$ cat src/rtl/fetch_unit_pkg.sv
// Shared fetch-stage definitions: FSM state encoding, NOP word, PC step and
// the redirect-target alignment helper.
package fetch_unit_pkg;

  typedef logic [1:0] fetch_state_t;

  localparam fetch_state_t ST_IDLE  = 2'd0;
  localparam fetch_state_t ST_FETCH = 2'd1;
  localparam fetch_state_t ST_FULL  = 2'd2;
  localparam fetch_state_t ST_DROP  = 2'd3;

  localparam logic [31:0] NOP_WORD = 32'h0000_0000;
  localparam logic [31:0] PC_INCR  = 32'd4;

  function automatic logic [31:0] word_align(input logic [31:0] addr);
    return addr & ~32'h0000_0003;
  endfunction

endpackage

$ cat src/rtl/fetch_unit.sv
// Instruction fetch stage: one outstanding memory request, a one-entry skid
// buffer for stalls, and a DROP state that swallows a request orphaned by a branch.
module fetch_unit
  import fetch_unit_pkg::*;
#(
  parameter logic [31:0] RESET_PC = 32'h0000_0000
) (
  input  logic        clk_i,
  input  logic        start_i,
  input  logic        stall_i,
  input  logic        branch_i,
  input  logic [31:0] branch_addr_i,
  output logic        imem_req_o,
  output logic [31:0] imem_addr_o,
  input  logic        imem_ack_i,
  input  logic [31:0] imem_data_i,
  output logic [31:0] addr_o,
  output logic [31:0] inst_o,
  output logic        valid_o
);

  fetch_state_t state_q, state_d;
  logic [31:0]  pc_q, pc_d;
  logic [31:0]  tgt_q, tgt_d;
  logic [31:0]  buf_inst_q, buf_inst_d;
  logic [31:0]  buf_addr_q, buf_addr_d;
  logic [31:0]  addr_q, addr_d;
  logic [31:0]  inst_q, inst_d;
  logic         valid_q, valid_d;
  logic [31:0]  pc_next;

  assign pc_next = pc_q + PC_INCR;

  always_comb begin
    state_d    = state_q;
    pc_d       = pc_q;
    tgt_d      = tgt_q;
    buf_inst_d = buf_inst_q;
    buf_addr_d = buf_addr_q;
    addr_d     = addr_q;
    inst_d     = inst_q;
    valid_d    = valid_q;

    // Unless a new instruction is presented, an unstalled cycle shows a bubble.
    if (!stall_i) begin
      addr_d  = 32'h0;
      inst_d  = NOP_WORD;
      valid_d = 1'b0;
    end

    case (state_q)
      ST_IDLE: state_d = ST_FETCH;
      ST_FETCH: begin
        if (imem_ack_i) begin
          pc_d = pc_next;
          if (stall_i) begin
            buf_inst_d = imem_data_i;
            buf_addr_d = pc_next;
            state_d    = ST_FULL;
          end else begin
            addr_d  = pc_next;
            inst_d  = imem_data_i;
            valid_d = 1'b1;
          end
        end
      end
      ST_FULL: begin
        if (!stall_i) begin
          addr_d  = buf_addr_q;
          inst_d  = buf_inst_q;
          valid_d = 1'b1;
          state_d = ST_FETCH;
        end
      end
      ST_DROP: begin
        if (imem_ack_i) begin
          pc_d    = tgt_q;
          state_d = ST_FETCH;
        end
      end
      default: state_d = ST_IDLE;
    endcase

    // A redirect overrides stall and ack; a still-pending request must be drained first.
    if (branch_i) begin
      addr_d     = 32'h0;
      inst_d     = NOP_WORD;
      valid_d    = 1'b0;
      buf_inst_d = NOP_WORD;
      buf_addr_d = 32'h0;
      if ((state_q == ST_FETCH || state_q == ST_DROP) && !imem_ack_i) begin
        tgt_d   = word_align(branch_addr_i);
        state_d = ST_DROP;
      end else begin
        pc_d    = word_align(branch_addr_i);
        state_d = ST_FETCH;
      end
    end
  end

  always_ff @(posedge clk_i) begin
    if (!start_i) begin
      state_q    <= ST_IDLE;
      pc_q       <= RESET_PC;
      tgt_q      <= RESET_PC;
      buf_inst_q <= NOP_WORD;
      buf_addr_q <= 32'h0;
      addr_q     <= 32'h0;
      inst_q     <= NOP_WORD;
      valid_q    <= 1'b0;
    end else begin
      state_q    <= state_d;
      pc_q       <= pc_d;
      tgt_q      <= tgt_d;
      buf_inst_q <= buf_inst_d;
      buf_addr_q <= buf_addr_d;
      addr_q     <= addr_d;
      inst_q     <= inst_d;
      valid_q    <= valid_d;
    end
  end

  assign imem_req_o  = (state_q == ST_FETCH) || (state_q == ST_DROP);
  assign imem_addr_o = pc_q;
  assign addr_o      = addr_q;
  assign inst_o      = inst_q;
  assign valid_o     = valid_q;

endmodule
$ cat config.mk
export PLATFORM = sky130hd
export DESIGN_NAME = fetch_unit
export DESIGN_NICKNAME = d
export VERILOG_FILES = /design/src/rtl/fetch_unit_pkg.sv /design/src/rtl/fetch_unit.sv
export SDC_FILE = /design/constraint.sdc
export NUM_CORES = 1
export LEC_CHECK = 0
export ABC_AREA = 1
export CORE_ASPECT_RATIO = 0.9
export CORE_UTILIZATION = 54
export CTS_CLUSTER_DIAMETER = 50
export DETAILED_ROUTE_END_ITERATION = 10
export PLACE_DENSITY = 0.81
export SYNTH_ARGS = -nofsm -noshare
export SYNTH_HDL_FRONTEND = slang
export SYNTH_SLANG_ARGS = --single-unit
export TNS_END_PERCENT = 10
$ cat constraint.sdc
create_clock -name clk_i -period 1.93 [get_ports clk_i]
set_input_delay 0.2895 -clock clk_i [delete_from_list [all_inputs] [get_ports clk_i]]
set_output_delay 0.2895 -clock clk_i [all_outputs]
set_load 0.05 [all_outputs]
==> results of run 1 <==
-- per-layer routing --
| layer | GRT usage | vias to the layer above | part of all wire |
|---|---|---|---|
| met5 | 0 | - | 0 |
| met4 | 0.162 | 0 | 0.035 |
| met3 | 0.0580 | 82 | 0.090 |
| met2 | 0.550 | 513 | 0.46 |
| met1 | 0.451 | 5005 | 0.41 |
| li1 | - | 5085 | - |
-- kinds of logic (layout without fill, tap and decap cells) --
family	Yosys count	in the layout	share of synthesized area
and+or+nand+nor	571	571	0.249
AOI/OAI and AO/OA	386	386	0.236
buffers and inverters	253	432	0.107
DFF	193	193	0.394
xor gates and xnor gates	10	10	0.00893
adders and majority gates	4	4	0.00510
-- final timing paths --
check                                     from              to  slack, ns
worst max-delay path                state_q[0]      imem_req_o      -0.02
worst min-delay path                   stall_i      addr_o[30]       0.38
worst max register to register  imem_addr_o[2]      addr_o[14]       0.03
worst min register to register  buf_inst_q[29]  buf_inst_q[29]       0.46
-- registers in the layout, indices dropped and copies added, names as in the netlist --
signal and cells:
valid_o 1, tgt_q 30, addr_o 32, imem_addr_o 32, buf_addr_q 32, state_q 2
inst_o 32, buf_inst_q 32
-- metrics by stage --
step | hold slack [ns] | instance area [um^2]
after floorplan | 0.424 | 9810
after global placement | 0.439 | 12000
after detailed placement | 0.446 | 12000
after CTS | 0.351 | 12600
after global routing | 0.387 | 12700
final | 0.375 | 12700
-- layout by cell type (no fill, tap or decap), types with 3 or more instances in the layout --
cell type,Yosys,layout
o21bai_1,4,4
a31oi_1,5,5
buf_12,0,14
dlygate4sd2_1,0,30
o21ai_0,144,144
inv_8,0,4
xor2_1,10,10
a221oi_1,18,18
nor3_1,5,5
clkdlybuf4s50_1,0,99
clkbuf_16,0,17
o21ai_1,3,3
nand2_1,273,273
inv_6,0,4
o22ai_1,6,6
nand3_1,131,131
a211oi_1,51,51
nor2_2,4,8
clkinv_8,0,5
dfxtp_2,0,6
inv_1,146,144
inv_2,10,10
nor2_4,11,13
nor2_1,137,131
dfxtp_1,193,186
o211ai_1,44,44
buf_4,12,85
dlymetal6s2s_1,0,12
a21oi_1,92,92
nand2_2,7,7
o21a_1,7,7
a21boi_0,5,5
-- power breakdown --
part           total (W)  internal, W  switching [W]
Sequential       0.00432      0.00415       0.000167
Combinational    0.00225     0.000788        0.00147
Clock            0.00370      0.00179        0.00191
Total             0.0103      0.00673        0.00355
-- worst register-to-register path: cells and delay by family (launching register included) --
family / cells / cell delay [ns]
fa+ha+maj: 1 / 0.22
buf+inv: 2 / 0.28
xor+xnor: 1 / 0.29
simple gates: 4 / 0.51
compound gates: 1 / 0.16
flops: 1 / 0.33
-- cell type report --
class | count | area (um^2)
Clock inverter | 15 | 194
Multi-Input combinational cell | 971 | 4940
Sequential cell | 193 | 3870
Timing Repair Buffer | 243 | 2350
Fill cell | 1444 | 5040
Tap cell | 240 | 300
Clock buffer | 17 | 425
Inverter | 157 | 596
-- timing repair --
item	4_1_cts	5_1_grt
setup buffers	1	1
gates resized for setup	32	34
endpoints found under the setup margin	31	87
pin swaps	1	2
==> flow_metrics.env, run 1 <==
export IMPL_synthTopCellsByArea="dfxtp_1 39%, nand2_1 10%, o21ai_0 7.3%"
export IMPL_fin_cells=1836
export IMPL_grt_antenna_before_repair=0
export IMPL_yosysUniqueCellTypes=36
export IMPL_powerDensity_mw_per_mm2=810
export IMPL_cpMaxStageDelayCell="dfxtp_2"
export IMPL_h_tree_depth=4
export IMPL_floorplan_initialDensity=0.553
export IMPL_syn_instance_count=1417
export IMPL_synthTopCellsByCount="273 x nand2_1, 193 x dfxtp_1, 146 x inv_1"
export IMPL_place_inst=1803
export IMPL_finalWirelength_um=31800
export IMPL_grt_max_degree=77
export IMPL_max_freq_ghz=0.514
export IMPL_dp_hpwl_um=21600
export IMPL_drive_gt1_frac=0.117
export IMPL_crit_family="buffers and inverters"
export IMPL_root_buffer="clkbuf_16"
export IMPL_die_area_mm2=0.0187
export IMPL_boundaryPins=167
export IMPL_critPathMaxStageDelay_ns=0.33
export IMPL_tns_ns=-0.0172
export IMPL_grt_use_total=0.343
export IMPL_status="finished, violations left"
export IMPL_arrival_ns=1.66
export IMPL_post_synth_top_area_fraction=0.394
export IMPL_ant_nets=0
export IMPL_worstRegToRegCells=9
export IMPL_hold_buffers=0
export IMPL_synth_edf_count=0
export IMPL_route_detailed_drc=0
export IMPL_avgSynthCellArea_um2=6.92
export IMPL_yosys_most_used_dff="dfxtp_1"
export IMPL_critical_path_startpoint_type="flop"
export IMPL_io_buffers=164
export IMPL_path_clk_slew_ns=0.08
export IMPL_async_reset_ff_frac=0
export IMPL_report_final_slew_viol_count=0
export IMPL_cts_made_buffers=17
export IMPL_grt_overflow_total=0
export IMPL_vias_per_cell=5.82
export IMPL_clock_latency_ns=0.45
export IMPL_antenna_cells=0
export IMPL_rsz0062_at_grt="true"
export IMPL_clockBufferDepth=2
export IMPL_fin_ws_ns=-0.0172
export IMPL_hold_viol=0
export IMPL_fin_crit_ns=1.95
export IMPL_coreArea_mm2=0.0177
export IMPL_die_y_um=130
export IMPL_slew_headroom=0.624
export IMPL_synth_seq_cells=193
export IMPL_grt_pass1_vias=9828
export IMPL_dp_slack_ns=-0.0937
export IMPL_tritoncts="yes"
export IMPL_yosysSeqAreaShare=0.394
export IMPL_fin_util=0.715
export IMPL_cp_required_ns=1.64
export IMPL_routabilityCongestion=1.03
export IMPL_p_leak_nw=5.41
export IMPL_synth_top_area_cell="dfxtp_1"
export IMPL_yosysWarnings=0
export IMPL_cp_end_kind="primary output"
export IMPL_path_depth=6
export IMPL_setup_viol=1
export IMPL_path_cells="buf_6 -> ha_4 -> nor2_4 -> buf_6 -> clkinvlp_4 -> buf_12"
export IMPL_area_delta_synth_final_pct=29.3
export IMPL_rows=46
export IMPL_peakVddDrop_mv=0.699
export IMPL_path_common_cell="buf_6"
export IMPL_tightest_slew_ns=0.566
export IMPL_syn_num_nets=1490
export IMPL_vias=10700
export IMPL_violations="negative setup slack"
export IMPL_wl_per_cell_um=17.3
export IMPL_cts_sinks=193
export IMPL_path_max_fanout=5
export IMPL_fin_nets=1656
export IMPL_fp_dieW_um=144
export IMPL_yosysMostFrequentCell="nand2_1"
export IMPL_drt_pass1_iter_count=7
export IMPL_grt_pass1_wl_um=50000
export IMPL_drt_iter0_drc=882
export IMPL_total_power_w=0.0103
export IMPL_holdPathStages=5
export IMPL_fin_crit_sh=1.01
export IMPL_crit_buf_inv=4
export IMPL_maxCapViolations=0
export IMPL_fin_skew_ns=0.0112
export IMPL_hold_path_class="primary input to flop"
export IMPL_worstSetupPathType="flop to primary output"
export IMPL_synth_area_mm2=0.00981
No activity file was read; power rests on OpenSTA's default activity.
==> run 2, diff against run 1 <==
--- a/config.mk
+++ b/config.mk
@@ -10,7 +10,7 @@
 export CORE_UTILIZATION = 54
 export CTS_CLUSTER_DIAMETER = 50
 export DETAILED_ROUTE_END_ITERATION = 10
-export PLACE_DENSITY = 0.81
+export PLACE_DENSITY = 0.78
 export SYNTH_ARGS = -nofsm -noshare
 export SYNTH_HDL_FRONTEND = slang
 export SYNTH_SLANG_ARGS = --single-unit
==> flow_metrics.env, run 2 (synthesis gave the netlist of run 1 again) <==
export IMPL_path_clk_slew_ns=0.08
export IMPL_p_leak_nw=5.15
export IMPL_path_common_cell="buf_4"
export IMPL_grt_pass1_wl_um=49500
export IMPL_crit_end="imem_req_o"
export IMPL_root_buffer="clkbuf_16"
export IMPL_cp_required_ns=1.64
export IMPL_cts_made_buffers=17
export IMPL_worstReg2RegEnd="addr_o[19]"
export IMPL_wl_per_cell_um=16.7
export IMPL_layout_common_cells="273 x nand2_1, 189 x dfxtp_1, 145 x inv_1, 144 x o21ai_0, 133 x nor2_1"
export IMPL_cp_end_kind="primary output"
export IMPL_fin_crit_ns=1.93
export IMPL_boundaryPins=167
export IMPL_rows=46
export IMPL_total_power_w=0.0101
export IMPL_worstRegToRegCells=8
export IMPL_hold_path_class="primary input to flop"
export IMPL_rrSetupSlack_ns=0.06
export IMPL_r2r_start="state_q[0]"
export IMPL_clock_latency_ns=0.44
export IMPL_critPathMaxStageDelay_ns=0.33
export IMPL_h_tree_depth=4
export IMPL_drt_iter0_drc=916
export IMPL_antenna_cells=0
export IMPL_area_delta_synth_final_pct=28.4
export IMPL_cts_sinks=193
export IMPL_route_detailed_drc=0
export IMPL_peakVddDrop_mv=0.625
export IMPL_floorplan_initialDensity=0.553
export IMPL_report_final_slew_viol_count=0
export IMPL_hold_viol=0
export IMPL_drt_pass1_iter_count=7
export IMPL_rsz0062_at_grt="true"
export IMPL_fin_crit_sh=0.998
export IMPL_vias=10500
export IMPL_die_y_um=130
export IMPL_path_cells="buf_4 -> ha_4 -> nor2_4 -> buf_4 -> clkinvlp_4 -> buf_12"
export IMPL_io_buffers=164
export IMPL_tightest_slew_ns=0.672
export IMPL_setup_viol=0
export IMPL_path_max_fanout=4
export IMPL_dp_hpwl_um=21400
export IMPL_grt_use_total=0.336
export IMPL_vias_per_cell=5.71
export IMPL_tritoncts="yes"
export IMPL_arrival_ns=1.64
export IMPL_fp_dieW_um=144
export IMPL_crit_start="state_q[0]"
export IMPL_finalWirelength_um=30600
export IMPL_critical_path_startpoint_type="flop"
export IMPL_cpMaxStageDelayCell="dfxtp_2"
export IMPL_routabilityCongestion=1.01
export IMPL_grt_overflow_total=0
export IMPL_fin_nets=1657
export IMPL_fin_skew_ns=0.0105
export IMPL_grt_antenna_before_repair=0
export IMPL_clockBufferDepth=2
export IMPL_layout_commonest_cell="nand2_1"
export IMPL_fillers=1533
export IMPL_tns_ns=0
export IMPL_worstSetupPathType="flop to primary output"
export IMPL_grt_pass1_vias=9685
export IMPL_ant_nets=0
export IMPL_slew_headroom=0.552
export IMPL_maxCapViolations=0
export IMPL_status="finished, final reports clean"
export IMPL_postLayoutCellArea_mm2=0.0126
export IMPL_drive_gt1_frac=0.117
export IMPL_grt_max_degree=58
export IMPL_max_freq_ghz=0.519
export IMPL_place_area_mm2=0.0120
export IMPL_hold_buffers=0
export IMPL_coreArea_mm2=0.0177
export IMPL_powerDensity_mw_per_mm2=802
export IMPL_die_area_mm2=0.0187
[run 2: cell count changes in the layout (fill, tap and decap cells not counted), sizes merged]
cell	before	now
clkdlybuf4s50	99	116
dlygate4sd2	30	18
dlymetal6s2s	12	2
buf	102	108
clkinvlp	1	6
inv	165	160
clkinv	6	4
bufinv	0	1
[run 2: what timing repair did]
item,4_1_cts,5_1_grt
setup endpoints to repair,19,73
endpoints found under the hold margin,0,0
gates resized for setup,20,13
buffers inserted,1,2
pin swaps,1,0
[run 2: layout make-up]
cell class / count / area [um^2] / share of cell area
multi-input combinational: 971 / 4940 / 0.392
clock inverter: 14 / 153 / 0.0121
clock buffer: 17 / 425 / 0.0338
timing repair buffer: 244 / 2310 / 0.184
tap: 240 / 300 / 0.0238
inverter: 157 / 593 / 0.0471
sequential: 193 / 3870 / 0.307
[run 2: worst min path at each step]
stage / startpoint / to / slack (ns) / cells after the start
floorplan: branch_addr_i[21] / tgt_q[21] / 0.42 / 2
global placement: buf_inst_q[26] / buf_inst_q[26] / 0.44 / 2
detailed placement: buf_inst_q[20] / buf_inst_q[20] / 0.45 / 2
CTS: stall_i / addr_o[3] / 0.39 / 4
global route: stall_i / addr_o[3] / 0.41 / 4
finish: stall_i / addr_o[3] / 0.41 / 4
[run 2: report_power, final]
part           internal (W)  switching, W  leakage, nW  total (W)
logic              0.000793       0.00146         3.31    0.00225
clock network       0.00182       0.00171        0.267    0.00353
registers           0.00415      0.000164         1.57    0.00432
[run 2: critical path, delay by kind of cell (launching register included)]
| family | cells | cell delay (ns) |
|---|---|---|
| fa+ha+maj | 1 | 0.18 |
| flops | 1 | 0.33 |
| simple gates | 1 | 0.11 |
| buf+inv | 4 | 0.57 |
[run 2: per-layer routing]
metal,vias to the layer above,track usage,routed length [um]
met5,-,0,0
met4,0,0.120,836
met3,64,0.0591,2340
met2,471,0.534,13800
met1,4860,0.459,13600
li1,5080,-,-
[run 2: through the flow]
step / hold slack (ns) / worst slack, ns / util / cells
after floorplan: 0.424 / 0.00909 / - / 1417
after global placement: 0.439 / 0.00464 / 0.675 / 1803
after detailed placement: 0.448 / -0.0663 / 0.675 / 1803
after CTS: 0.390 / -0.0698 / 0.707 / 1835
after global routing: 0.408 / -0.0588 / 0.711 / 1836
final: 0.408 / 0.00438 / 0.711 / 1836
